--- src/rtl/exec_pkg.sv ---
// Shared opcode/state encodings for the execute/writeback stage.
package exec_pkg;

  localparam int unsigned REG_IDX_W = 2;

  typedef enum logic [2:0] {
    OpAdd = 3'b000,
    OpSub = 3'b001,
    OpAnd = 3'b010,
    OpOr  = 3'b011,
    OpNot = 3'b100,
    OpMov = 3'b101,
    OpMul = 3'b110,
    OpNop = 3'b111
  } op_e;

  typedef enum logic [1:0] {
    StIdle = 2'b00,
    StExec = 2'b01,
    StMul  = 2'b10,
    StWb   = 2'b11
  } state_e;

endpackage

--- src/rtl/seq_multiplier.sv ---
// Iterative shift-add multiplier: one partial product per step, sequenced by the caller.
module seq_multiplier #(
  parameter int unsigned WORD_LENGTH = 8,
  parameter int unsigned MUL_CYCLES  = WORD_LENGTH
) (
  input  logic                     clk,
  input  logic                     rst,
  input  logic                     i_load,
  input  logic                     i_step,
  input  logic [WORD_LENGTH-1:0]   i_multiplicand,
  input  logic [WORD_LENGTH-1:0]   i_multiplier,
  output logic [2*WORD_LENGTH-1:0] o_product,
  output logic                     o_last
);

  localparam int unsigned CntW = (MUL_CYCLES > 1) ? $clog2(MUL_CYCLES) : 1;

  logic [2*WORD_LENGTH-1:0] r_mcand;
  logic [2*WORD_LENGTH-1:0] r_product;
  logic [WORD_LENGTH-1:0]   r_mplier;
  logic [CntW-1:0]          r_cnt;
  logic [2*WORD_LENGTH-1:0] w_product_next;

  assign w_product_next = r_mplier[0] ? (r_product + r_mcand) : r_product;

  // Exposes the product including the step in flight, so the caller can
  // capture the final value on the same edge that completes the last step.
  assign o_product = w_product_next;
  assign o_last    = (r_cnt == CntW'(MUL_CYCLES - 1));

  always_ff @(posedge clk or posedge rst) begin
    if (rst) begin
      r_mcand   <= '0;
      r_product <= '0;
      r_mplier  <= '0;
      r_cnt     <= '0;
    end else if (i_load) begin
      r_mcand   <= {{WORD_LENGTH{1'b0}}, i_multiplicand};
      r_product <= '0;
      r_mplier  <= i_multiplier;
      r_cnt     <= '0;
    end else if (i_step) begin
      r_product <= w_product_next;
      r_mcand   <= r_mcand << 1;
      r_mplier  <= r_mplier >> 1;
      r_cnt     <= r_cnt + 1'b1;
    end
  end

endmodule

--- src/rtl/exec_unit.sv ---
// Multi-cycle execute/writeback stage feeding the accumulator register file write port.
module exec_unit
  import exec_pkg::*;
#(
  parameter int unsigned WORD_LENGTH = 8,
  parameter int unsigned MUL_CYCLES  = WORD_LENGTH
) (
  input  logic                   clk,
  input  logic                   rst,
  input  logic                   start,
  input  logic [2:0]             op,
  input  logic [REG_IDX_W-1:0]   dst_reg,
  input  logic [WORD_LENGTH-1:0] operand_a,
  input  logic [WORD_LENGTH-1:0] operand_b,
  output logic                   busy,
  output logic                   done,
  output logic [REG_IDX_W-1:0]   write_reg,
  output logic [WORD_LENGTH-1:0] write_data,
  output logic                   write_reg_en,
  output logic                   zero_flag,
  output logic                   carry_flag
);

  state_e                   r_state;
  op_e                      r_op;
  logic [REG_IDX_W-1:0]     r_dst;
  logic [WORD_LENGTH-1:0]   r_a;
  logic [WORD_LENGTH-1:0]   r_b;
  logic                     r_busy;
  logic                     r_done;
  logic                     r_wr_en;
  logic [REG_IDX_W-1:0]     r_wr_reg;
  logic [WORD_LENGTH-1:0]   r_wr_data;
  logic                     r_zero;
  logic                     r_carry;

  logic [WORD_LENGTH:0]     w_sum;
  logic [WORD_LENGTH-1:0]   w_result;
  logic                     w_carry;
  logic                     w_wb_go;
  logic                     w_mul_load;
  logic                     w_mul_step;
  logic                     w_mul_last;
  logic [2*WORD_LENGTH-1:0] w_product;
  op_e                      w_op_in;

  assign w_op_in    = op_e'(op);
  assign w_mul_load = (r_state == StIdle) && start && (w_op_in == OpMul);
  assign w_mul_step = (r_state == StMul);

  seq_multiplier #(
    .WORD_LENGTH (WORD_LENGTH),
    .MUL_CYCLES  (MUL_CYCLES)
  ) u_mul (
    .clk            (clk),
    .rst            (rst),
    .i_load         (w_mul_load),
    .i_step         (w_mul_step),
    .i_multiplicand (operand_a),
    .i_multiplier   (operand_b),
    .o_product      (w_product),
    .o_last         (w_mul_last)
  );

  // Bit WORD_LENGTH carries the ADD carry-out or the SUB borrow.
  always_comb begin
    w_sum = '0;
    unique case (r_op)
      OpAdd:   w_sum = {1'b0, r_a} + {1'b0, r_b};
      OpSub:   w_sum = {1'b0, r_a} - {1'b0, r_b};
      OpAnd:   w_sum = {1'b0, r_a & r_b};
      OpOr:    w_sum = {1'b0, r_a | r_b};
      OpNot:   w_sum = {1'b0, ~r_a};
      OpMov:   w_sum = {1'b0, r_b};
      default: w_sum = '0;
    endcase
  end

  assign w_result = (r_state == StMul) ? w_product[WORD_LENGTH-1:0] : w_sum[WORD_LENGTH-1:0];
  assign w_carry  = (r_state == StMul) ? (|w_product[2*WORD_LENGTH-1:WORD_LENGTH])
                                       : w_sum[WORD_LENGTH];
  assign w_wb_go  = (r_state == StExec) || ((r_state == StMul) && w_mul_last);

  always_ff @(posedge clk or posedge rst) begin
    if (rst) begin
      r_state   <= StIdle;
      r_op      <= OpNop;
      r_dst     <= '0;
      r_a       <= '0;
      r_b       <= '0;
      r_busy    <= 1'b0;
      r_done    <= 1'b0;
      r_wr_en   <= 1'b0;
      r_wr_reg  <= '0;
      r_wr_data <= '0;
      r_zero    <= 1'b0;
      r_carry   <= 1'b0;
    end else begin
      r_done  <= 1'b0;
      r_wr_en <= 1'b0;
      unique case (r_state)
        StIdle: begin
          if (start) begin
            r_op    <= w_op_in;
            r_dst   <= dst_reg;
            r_a     <= operand_a;
            r_b     <= operand_b;
            r_busy  <= 1'b1;
            r_state <= (w_op_in == OpMul) ? StMul : StExec;
          end
        end
        StExec, StMul: begin
          if (w_wb_go) begin
            r_state  <= StWb;
            r_done   <= 1'b1;
            r_wr_reg <= r_dst;
            // NOP still pulses done but leaves the data and flags untouched.
            if (r_op != OpNop) begin
              r_wr_en   <= 1'b1;
              r_wr_data <= w_result;
              r_zero    <= (w_result == '0);
              r_carry   <= w_carry;
            end
          end
        end
        StWb: begin
          r_state <= StIdle;
          r_busy  <= 1'b0;
        end
        default: r_state <= StIdle;
      endcase
    end
  end

  assign busy         = r_busy;
  assign done         = r_done;
  assign write_reg    = r_wr_reg;
  assign write_data   = r_wr_data;
  assign write_reg_en = r_wr_en;
  assign zero_flag    = r_zero;
  assign carry_flag   = r_carry;

endmodule

--- config.mk ---
export PLATFORM = sky130hd
export DESIGN_NAME = exec_unit
export DESIGN_NICKNAME = d
export VERILOG_FILES = /design/src/rtl/exec_pkg.sv /design/src/rtl/seq_multiplier.sv /design/src/rtl/exec_unit.sv
export SDC_FILE = /design/constraint.sdc
export NUM_CORES = 1
export LEC_CHECK = 0
export BUFFER_PORTS_ARGS = -buffer_cell sky130_fd_sc_hd__buf_2
export CAP_MARGIN = 20
export CELL_PAD_IN_SITES_DETAIL_PLACEMENT = 0
export CELL_PAD_IN_SITES_GLOBAL_PLACEMENT = 1
export CORE_MARGIN = 1
export CORE_UTILIZATION = 34
export DETAILED_ROUTE_END_ITERATION = 6
export HOLD_SLACK_MARGIN = 0.15
export PLACE_DENSITY = 0.7
export SETUP_SLACK_MARGIN = 0.5
export SLEW_MARGIN = 20
export SYNTH_ARGS = -nofsm -noshare
export SYNTH_HDL_FRONTEND = slang
export SYNTH_HIERARCHICAL = 1
export SYNTH_SLANG_ARGS = --single-unit
--- constraint.sdc ---
create_clock -name clk -period 5.6 [get_ports clk]
set_clock_uncertainty 0.05 [all_clocks]
set_input_delay 1.12 -clock clk [delete_from_list [all_inputs] [get_ports clk]]
set_output_delay 1.12 -clock clk [all_outputs]
set_load 0.01 [all_outputs]
==> results.md <==
- Drt drc: 0
- DP HPWL: 10.5 mm
- Mapped Cells: 599
- Synth Flop Type: dfrtp_1
- DRT iter0 DRCs: 288
- Worst relative slew slack: 41.3%
- Post-Route WL: 14.4 mm
- Seq cells post-synth: 81
- Worst-path fanout max: 29
- Peak Freq: 299 MHz
- IO Port Bufs: 38
- Final ANT Viol Nets: 0
- Initial antenna violation count: 0
- Core area: 15800 sq um
- Largest net degree at the start of global routing: 47
- Via/cell ratio: 5.45
- Fin crit share: 59.7%
- GR Overflow Total: 0
- FP Rows: 46
- Sequential cell area: 2030 sq um
- RSZ-0062 raised after global routing: no
- Synth async-reset ratio: 100%
- Status: complete, no violations
- Clock Latency Late Sink: 350 ps
- Mux cell area share after synthesis: 12.2%
- Largest regs: u_mul/r_mcand: 16 flops, u_mul/r_product: 16 flops
- Area of the multi-input gates: 3260 sq um
- All-Layer GR Usage: 18.3%
- Static Leak: 2.76 nW
- Fin. max-slew vios: 0
- GPL Wtd Cong: 0.818
- # diodes: 0
- Critical Path Source Type: flip-flop
- WP data required: 5820 ps
- Die Span Y: 129 microns
- Hold buffers post-CTS: 0
- Clock Path Buffers: 2
- CTS Buf Count: 9
- Die width: 129 microns
- Routed via count: 4614
- Initial cell density of the core: 34.7%
- Worst-path clk slew: 60 ps
- Post-CTS sizing: 0
- Compound-Gate Fraction of Synth Area: 18.6%
- WL/cell: 17.0 microns
- Die area: 16700 sq um
- # setup viols final: 0
- Pwr dens: 731 nW/um^2
- Largest family of logic cells by synthesized area: compound AO/OA/AOI/OAI gates
- Max VDD drop: 0.267 mV
- Yosys warnings: 6
- Area share of and/or/nand/nor cells after synthesis: 16.8%
- First-pass GRT wire length: 23.2 mm
- Mapped cell area: 5490 sq um
- Boundary pin count: 39
- Register area share after synthesis: 37.0%
- Syn_area_per_cell: 9.16 sq um
- CTS tree: built
- Clock Sinks: 81
- Layout area overhead: 13.4%
- Max cap viols: 0
- DR pass1 iterations: 4
- Post-Synthesis Net Count: 657
- Number of failing hold endpoints at the final stage: 0
- Adder-Cell Fraction of Synth Area: 9.00%
- Number of enable flip-flop cells after synthesis: 0
- Min Clock Period, post-route: 3340 ps
- Nets: 683
- Fillers: 1599
- Vias in the first global route: 4334
- Critical Path AT: 3560 ps
- Final setup TNS: 0 ps
- XOR/XNOR share of the synthesized area: 2.55%
- Layout cells sized above 1: 18.1%
- CTS H-tree depth: 3
- Worst setup EP type: flip-flop
- Worst-margin pin slew: 877 ps
- Crit path kind: flip-flop to flip-flop
- Min Hold Slack: 433 ps
- Hold crit path type: flip-flop to flip-flop
- Unique masters post-synth: 68
- Clock Tree Root: clkbuf_16
- Postcts setup bufs: 0
-- layer usage --
layer	part of all wire [%]	vias up	global-route usage, %
li1	-	2233	-
met1	50	2272	26.2
met2	44	98	27.9
met3	4.0	11	2.93
met4	1.4	0	6.09
met5	0	-	0
-- power by group --
group | switching (mW) | leakage (nW) | internal [mW]
combinational | 1.49 | 1.60 | 1.16
clock | 0.260 | 0.168 | 0.441
sequential | 0.324 | 0.993 | 0.876
total | 2.07 | 2.76 | 2.48
-- cell usage in the layout (no fill, tap or decap), types with 3 or more instances in the layout --
master	n
dfrtp_1	78
nor2_1	56
nand2_1	51
o21ai_0	47
buf_2	38
a21oi_1	36
mux2_2	33
ha_1	31
mux2i_1	30
nand3_1	21
inv_1	18
a21o_1	14
nor3_1	12
xnor2_1	12
nand2b_1	11
clkbuf_16	9
nor2b_1	8
and3_1	6
a31oi_1	6
buf_4	6
or2_2	5
or3_1	5
a211oi_1	4
o211ai_1	4
nand4_1	4
xor2_1	4
o311ai_0	4
o31ai_1	4
clkinv_1	3
nor4_1	3
maj3_2	3
a32oi_1	3
bufinv_16	3
dfstp_2	3
o21a_1	3
-- layout make-up --
type | instances | area share (%)
Multi-Input combinational cell | 468 | 52.3
Sequential cell | 81 | 32.6
Tap cell | 216 | 4.34
Timing Repair Buffer | 44 | 3.78
Clock buffer | 9 | 3.62
Clock inverter | 7 | 2.03
Inverter | 21 | 1.27
-- synthesized netlist by cell type (6+ instances only) --
master,n,share of area [%]
nand2_1,51,3.5
mux2_2,33,6.8
and3_1,6,0.68
dfrtp_1,78,36
ha_1,32,7.3
inv_1,18,1.2
nor2_1,57,3.9
a21oi_1,36,3.3
a21o_1,14,1.9
buf_2,7,0.64
nor2b_1,8,0.91
clkbuf_1,15,1.0
nand2b_1,11,1.3
xnor2_1,12,1.9
nand3_1,21,1.9
o21ai_0,47,4.3
mux2i_1,30,5.5
a31oi_1,6,0.68
nor3_1,12,1.1
-- stage by stage --
stage / utilization [%] / cells / area (sq um) / setup slack [ps] / power [mW]
after floorplan: - / 599 / 5490 / 2650 / 3.17
after global placement: 37.1 / 830 / 5870 / 2340 / 3.78
after detailed placement: 37.1 / 830 / 5870 / 2350 / 3.82
after CTS: 39.3 / 846 / 6220 / 2300 / 4.55
after global routing: 39.3 / 846 / 6220 / 2070 / 4.92
final: 39.3 / 846 / 6220 / 2260 / 4.55
-- final timing paths --
kind                                           start                             to  slack (ps)  depth (start not counted)
min in group asynchronous                        rst             r_b[3]$_DFFE_PP0P_         870                          3
hold / removal             write_data[0]$_DFFE_PP0P_      write_data[0]$_DFFE_PP0P_         430                          2
setup reg to reg                 r_op[0]$_DFFE_PP1P_         carry_flag$_DFFE_PP0P_        2260                          9
hold reg to reg            write_data[0]$_DFFE_PP0P_      write_data[0]$_DFFE_PP0P_         430                          2
setup / recovery                 r_op[0]$_DFFE_PP1P_         carry_flag$_DFFE_PP0P_        2260                          9
max in group asynchronous                        rst  u_mul/r_mcand[10]$_DFFE_PP0P_        4210                          3
-- cells by family after synthesis --
logic type / count (synthesis)
flops: 81
simple gates: 194
xor+xnor: 16
fa+ha+maj: 39
mux: 63
buf+inv: 50
compound gates: 156
-- critical path, cell delays in order, from the launching register on --
cell,delay [ps]
dfstp_2,830
nand2_1,240
a21o_1,260
fa_1,420
nand2b_1,200
a211oi_1,360
o211ai_1,180
a211o_1,290
a211o_1,300
a21oi_1,130
(Power assumes the default switching activity.)
